**config.mk**
```make
export PLATFORM = sky130hd
export DESIGN_NAME = eeprom_access_arbiter
export DESIGN_NICKNAME = d
export VERILOG_FILES = /design/src/rtl/eeprom_arb_pkg.sv /design/src/rtl/eeprom_access_arbiter_rr_arb2.sv /design/src/rtl/eeprom_access_arbiter.sv
export SDC_FILE = /design/constraint.sdc
export NUM_CORES = 1
export LEC_CHECK = 0
export CAP_MARGIN = 40
export CORE_UTILIZATION = 50
export DETAILED_ROUTE_END_ITERATION = 10
export GPL_TIMING_DRIVEN = 1
export PLACE_DENSITY = 0.88
export SLEW_MARGIN = 20
export SYNTH_ARGS = -nofsm -noshare
export SYNTH_HDL_FRONTEND = slang
export SYNTH_SLANG_ARGS = --single-unit
```
**constraint.sdc**
```tcl
create_clock -name CLK -period 5.8 [get_ports CLK]
set_input_delay 1.45 -clock CLK [delete_from_list [all_inputs] [get_ports CLK]]
set_output_delay 1.45 -clock CLK [all_outputs]
set_load 0.01 [all_outputs]
```
**src/rtl/eeprom_arb_pkg.sv**
```systemverilog
// Shared types and constants for the two-port EEPROM access arbiter.
package eeprom_arb_pkg;

  typedef enum logic [2:0] {
    IDLE,
    ISSUE,
    WAIT_ACK,
    WR_GAP,
    RECOVER
  } arb_state_e;

  localparam int EE_ADDR_W     = 11;
  localparam int EE_DATA_W     = 8;
  localparam int EE_RST_CYCLES = 2;

endpackage

```
**src/rtl/eeprom_access_arbiter_rr_arb2.sv**
```systemverilog
// Two-way round-robin grant: a lone requester wins, a tie goes to the port not granted last.
module rr_arb2 (
  input  logic [1:0] valid_i,
  input  logic       last_grant_i,
  input  logic       en_i,
  output logic [1:0] grant_o
);

  always_comb begin
    grant_o = 2'b00;
    if (en_i) begin
      if (valid_i == 2'b11) grant_o = last_grant_i ? 2'b01 : 2'b10;
      else                  grant_o = valid_i;
    end
  end

endmodule

```
**src/rtl/eeprom_access_arbiter.sv**
```systemverilog
// Shares one I2C EEPROM byte engine between two requesters, with write-cycle gap and hang recovery.
module eeprom_access_arbiter
  import eeprom_arb_pkg::*;
#(
  parameter int WR_GAP_CYCLES  = 10000,
  parameter int TIMEOUT_CYCLES = 4096,
  parameter int CNT_W          = 16
) (
  input  logic                 CLK,
  input  logic                 RESET,
  input  logic                 req0_valid,
  input  logic                 req0_we,
  input  logic [EE_ADDR_W-1:0] req0_addr,
  input  logic [EE_DATA_W-1:0] req0_wdata,
  output logic                 req0_ready,
  output logic                 req0_done,
  output logic                 req0_err,
  output logic [EE_DATA_W-1:0] req0_rdata,
  input  logic                 req1_valid,
  input  logic                 req1_we,
  input  logic [EE_ADDR_W-1:0] req1_addr,
  input  logic [EE_DATA_W-1:0] req1_wdata,
  output logic                 req1_ready,
  output logic                 req1_done,
  output logic                 req1_err,
  output logic [EE_DATA_W-1:0] req1_rdata,
  output logic                 eng_wr,
  output logic                 eng_rd,
  output logic [EE_ADDR_W-1:0] eng_addr,
  output logic [EE_DATA_W-1:0] eng_data_out,
  output logic                 eng_data_oe,
  input  logic [EE_DATA_W-1:0] eng_data_in,
  input  logic                 eng_ack,
  output logic                 eng_rst,
  output logic                 busy
);

  localparam logic [CNT_W-1:0] TO_LAST  = CNT_W'(TIMEOUT_CYCLES - 1);
  localparam logic [CNT_W-1:0] GAP_LAST = CNT_W'(WR_GAP_CYCLES - 1);
  localparam logic [CNT_W-1:0] RST_LAST = CNT_W'(EE_RST_CYCLES - 1);

  arb_state_e           state_q, state_d;
  logic [CNT_W-1:0]     cnt_q, cnt_d;
  logic                 id_q, id_d;
  logic                 last_q, last_d;
  logic                 we_q, we_d;
  logic [EE_ADDR_W-1:0] addr_q, addr_d;
  logic [EE_DATA_W-1:0] wdata_q, wdata_d;
  logic [EE_DATA_W-1:0] rdata0_q, rdata0_d, rdata1_q, rdata1_d;
  logic                 done0_q, done0_d, done1_q, done1_d;
  logic                 err0_q, err0_d, err1_q, err1_d;
  logic [1:0]           grant;
  logic                 accept;
  logic                 active;

  rr_arb2 u_arb (
    .valid_i      ({req1_valid, req0_valid}),
    .last_grant_i (last_q),
    .en_i         (state_q == IDLE),
    .grant_o      (grant)
  );

  assign accept = |(grant & {req1_valid, req0_valid});

  always_comb begin
    state_d  = state_q;
    cnt_d    = cnt_q;
    id_d     = id_q;
    last_d   = last_q;
    we_d     = we_q;
    addr_d   = addr_q;
    wdata_d  = wdata_q;
    rdata0_d = rdata0_q;
    rdata1_d = rdata1_q;
    done0_d  = 1'b0;
    done1_d  = 1'b0;
    err0_d   = 1'b0;
    err1_d   = 1'b0;
    case (state_q)
      IDLE: begin
        if (accept) begin
          id_d    = grant[1];
          last_d  = grant[1];
          we_d    = grant[1] ? req1_we    : req0_we;
          addr_d  = grant[1] ? req1_addr  : req0_addr;
          wdata_d = grant[1] ? req1_wdata : req0_wdata;
          state_d = ISSUE;
        end
      end
      ISSUE: begin
        cnt_d   = '0;
        state_d = WAIT_ACK;
      end
      WAIT_ACK: begin
        // An ack on the terminal count still completes normally.
        if (eng_ack) begin
          if (!we_q) begin
            if (id_q) rdata1_d = eng_data_in;
            else      rdata0_d = eng_data_in;
          end
          done0_d = ~id_q;
          done1_d = id_q;
          cnt_d   = '0;
          state_d = we_q ? WR_GAP : IDLE;
        end else if (cnt_q == TO_LAST) begin
          done0_d = ~id_q;
          done1_d = id_q;
          err0_d  = ~id_q;
          err1_d  = id_q;
          cnt_d   = '0;
          state_d = RECOVER;
        end else begin
          cnt_d = cnt_q + CNT_W'(1);
        end
      end
      WR_GAP: begin
        if (cnt_q == GAP_LAST) state_d = IDLE;
        else                   cnt_d   = cnt_q + CNT_W'(1);
      end
      RECOVER: begin
        if (cnt_q == RST_LAST) state_d = IDLE;
        else                   cnt_d   = cnt_q + CNT_W'(1);
      end
      default: state_d = IDLE;
    endcase
  end

  always_ff @(posedge CLK) begin
    if (RESET) begin
      state_q  <= IDLE;
      cnt_q    <= '0;
      id_q     <= 1'b0;
      last_q   <= 1'b1;
      rdata0_q <= '0;
      rdata1_q <= '0;
      done0_q  <= 1'b0;
      done1_q  <= 1'b0;
      err0_q   <= 1'b0;
      err1_q   <= 1'b0;
    end else begin
      state_q  <= state_d;
      cnt_q    <= cnt_d;
      id_q     <= id_d;
      last_q   <= last_d;
      rdata0_q <= rdata0_d;
      rdata1_q <= rdata1_d;
      done0_q  <= done0_d;
      done1_q  <= done1_d;
      err0_q   <= err0_d;
      err1_q   <= err1_d;
    end
  end

  // Request payload is only observed while the state machine is active, so it needs no reset.
  always_ff @(posedge CLK) begin
    we_q    <= we_d;
    addr_q  <= addr_d;
    wdata_q <= wdata_d;
  end

  assign active       = (state_q == ISSUE) || (state_q == WAIT_ACK);
  assign eng_wr       = (state_q == ISSUE) && we_q;
  assign eng_rd       = (state_q == ISSUE) && !we_q;
  assign eng_addr     = active ? addr_q : '0;
  assign eng_data_oe  = active && we_q;
  assign eng_data_out = eng_data_oe ? wdata_q : '0;
  assign eng_rst      = (state_q == RECOVER);
  assign busy         = (state_q != IDLE);

  assign req0_ready = grant[0];
  assign req1_ready = grant[1];
  assign req0_done  = done0_q;
  assign req1_done  = done1_q;
  assign req0_err   = err0_q;
  assign req1_err   = err1_q;
  assign req0_rdata = rdata0_q;
  assign req1_rdata = rdata1_q;

endmodule

```
==> results.cfg <==
[cts]
clkSinkCount = 61
cts_tree = done
ctsHtreeMaxLevel = 3
ctsRootBufferMaster = clkbuf_8
cts_hold_buf = 0
clock_path_buffers = 2
post_cts_resized = 0
clk_latency_ns = 0.34
cts_buffers = 9
cts_setup_buffers = 0
clk_pin_slew_ns = 0.07

[detailed_routing]
drt_first_pass_iters = 4
wl_per_cell_um = 15.1
drc = 0
met2WireLength_mm = 3.78
met1_length_mm = 3.34
ant_nets = 0
num_vias = 2927
first_iter_violations = 241
wl_mm = 7.99
highest_layer = met4
vias_per_cell = 5.53
wl_met3_um = 812

[pwr]
pwr-share-clk_pct = 23.0
p_per_area_nw_per_um2 = 314
p_int_uw = 901
vdd_drop_max_v = 0.000238
p_total_mw = 1.37
pwr-share-seq_pct = 40.4
p_sw_uw = 473
power_frac_comb_pct = 36.6
p_sw_share_pct = 34.4
cellLeakagePower_nw = 1.65

[yosys]
synth_mux_area_share_pct = 9.03
ys_top_cells_by_count = nand2_1 (76), dfxtp_1 (41), mux2i_1 (29)
yosysTopAreaCell = dfxtp_1
synth_top_family_by_area = simple AND/OR/NAND/NOR gates
syn-cell-area_um2 = 3210
yosysSeqAreaShare_pct = 44.2
netlist.area_leader.share_pct = 25.5
synth-compound-area-share_pct = 14.5
synthArstFlopShare_pct = 0
synth_fp_nets = 411
synth-xor-area-share_pct = 0
synthAdderAreaFrac_pct = 0.779
synth.distinct_cells = 53
yosysMostFrequentCell = nand2_1
synth_seq_cells = 61
synth_area_per_cell_um2 = 9.03
synth_cells = 356
synth_edf_count = 20
synthTopCellsByArea = dfxtp_1 (26%), edfxtp_1 (19%), mux2i_1 (9.0%), nand2_1 (8.9%), o211ai_1 (6.1%)
synthFlopType = dfxtp_1
synthSimpleGateAreaFrac_pct = 25.0
yosys_warnings = 0

[setup_path]
r2r_slack_ns = 3.40
cp_num_buf_inv = 3
crit_path_start_kind = input pin
cp_cell_sequence = clkdlybuf4s50_1 -> nand2_1 -> nand3_1 -> inv_1 -> clkdlybuf4s50_1
cp.required_ns = 4.35
rr_endpoint = cnt_q[6]
crit_family = buffers and inverters
cp.arrival_ns = 3.18
crit_fanout = 21
worst_r2r_path_depth = 4
crit_path_frequent_cell = clkdlybuf4s50_1
max_stage_delay_ns = 0.65
crit_slowest_cell = clkdlybuf4s50_1
reg2reg_from = state_q[2]
worst-setup-path-type = input pin to primary output
critPathCaptureType = primary output

[worst_hold_path]
hold_start = req0_rdata[5]
hold_class = flop to flop
min_to = req0_rdata[5]
holdPathStages = 2

[final_layout]
multi_input_area_um2 = 1590
fillCellCount = 439
drive_gt1_share_pct = 7.27
final_nets = 504
n_antenna_cell = 0
ff_latch_area_um2 = 1420
areaGrowthSynthToFinish_pct = 36.1

[floorplan]
die-area_um2 = 6750
fp.coreArea_um2 = 6060
die_x_um = 82.2
row_count = 28
io_pins = 99
start_util_pct = 53.0
die_y_um = 82.2

[timing]
hold_viol_final = 0
max-slew-margin-rel_pct = 43.5
finalClockSkew_ns = 0.0103
rsz0062_at_grt = no
min_period_ns = 4.63
slew_violations = 0
fmax_ghz = 0.216
period_share_pct = 79.8
fin_tns_setup_ns = 0
setup_viol = 0
worstMarginPinSlew_ns = 0.841

[global_route]
antenna_found_initial = 0
grt_pass1_wl_mm = 13.3
grt_pass1_vias = 2863
grt_max_degree = 30
overflow = 0
grt_usage_pct = 26.4

[run_status]
status = finished, final reports clean

[place]
dp_hpwl_mm = 5.80
port_buffers = 98
gp_congestion = 0.812

[flow_run]
cap_violations = 0
==> through the flow <==
stage          worst slack [ns]  utilization, %  hold WS, ns  instances  area [um^2]
6_report                   1.17            72.2        0.505        529         4370
5_1_grt                    1.04            72.2        0.532        529         4370
4_1_cts                    1.19            71.9        0.507        528         4360
3_5_place_dp               1.20            69.3        0.488        512         4200
3_3_place_gp               1.23            68.9        0.476        510         4180
2_1_floorplan              2.28               -        0.455        356         3210
==> kinds of logic (layout without fill, tap and decap cells) <==
family | after synthesis | after routing
compound gates | 60 | 60
fa+ha+maj | 2 | 2
buf+inv | 42 | 140
flops | 61 | 61
mux | 29 | 29
simple gates | 162 | 162
==> metal layers <==
layer / track usage [%] / up-vias
met2: 41.8 / 123
li1: - / 1432
met4: 7.37 / 0
met3: 12.9 / 6
met1: 31.7 / 1366
met5: 0 / -
==> worst max-delay path by stage <==
stage,start,endpoint,cells past startpoint,slack (ns)
floorplan,req0_valid,req1_ready,4,2.28
global placement,req0_valid,req1_ready,5,1.23
detailed placement,req0_valid,req1_ready,5,1.20
CTS,req0_valid,req1_ready,5,1.19
global route,req0_valid,req1_ready,5,1.04
finish,req0_valid,req1_ready,5,1.17
==> tightest hold or removal path, cell delays in order, from the launching register on <==
cell	delay (ns)
dfxtp_1	0.33
mux2i_1	0.07
nor2_1	0.07
==> area by class of cell <==
| type | count | area share [%] |
|---|---|---|
| clock inverters | 5 | 0.658 |
| clock buffers | 11 | 3.00 |
| inverters | 21 | 1.80 |
| flip-flops and latches | 61 | 32.5 |
| well taps | 75 | 2.15 |
| repair buffers | 103 | 23.6 |
| multi-input cells | 253 | 36.3 |
==> power groups by stage <==
| stage | sequential [mW] | combinational, mW | clock (mW) |
|---|---|---|---|
| global route | 0.562 | 0.552 | 0.342 |
| finish | 0.555 | 0.503 | 0.316 |
| global placement | 0.563 | 0.478 | 0 |
| CTS | 0.555 | 0.504 | 0.324 |
| floorplan | 0.549 | 0.312 | 0 |
| detailed placement | 0.563 | 0.502 | 0 |
==> flip-flops by register name (all words and copies together), names as in the netlist <==
signal and flops:
addr_q 11, req0_rdata 8, req0_done 1, req1_err 1, we_q 1, req0_err 1, id_q 1, req1_done 1
wdata_q 8, last_q 1, req1_rdata 8, state_q 3, cnt_q 16
==> placed cells by master, fill, tap and decap left out, drive strengths merged, types with 2 or more instances in the layout <==
cell type	count
nand3	9
clkdlybuf4s50	98
o21ai	2
inv	21
a21oi	12
buf	5
nand4	5
edfxtp	20
nor4	4
or2	2
a211o	2
or4	2
nand2b	3
a211oi	3
nor3	5
a21o	2
and4	4
o32ai	2
and2	19
ha	2
nor2	25
o211ai	26
mux2i	29
clkbuf	11
a2111oi	3
dfxtp	41
clkinv	4
nand2	77
o21a	2
Note: power is estimated with default switching activity, not from simulation.
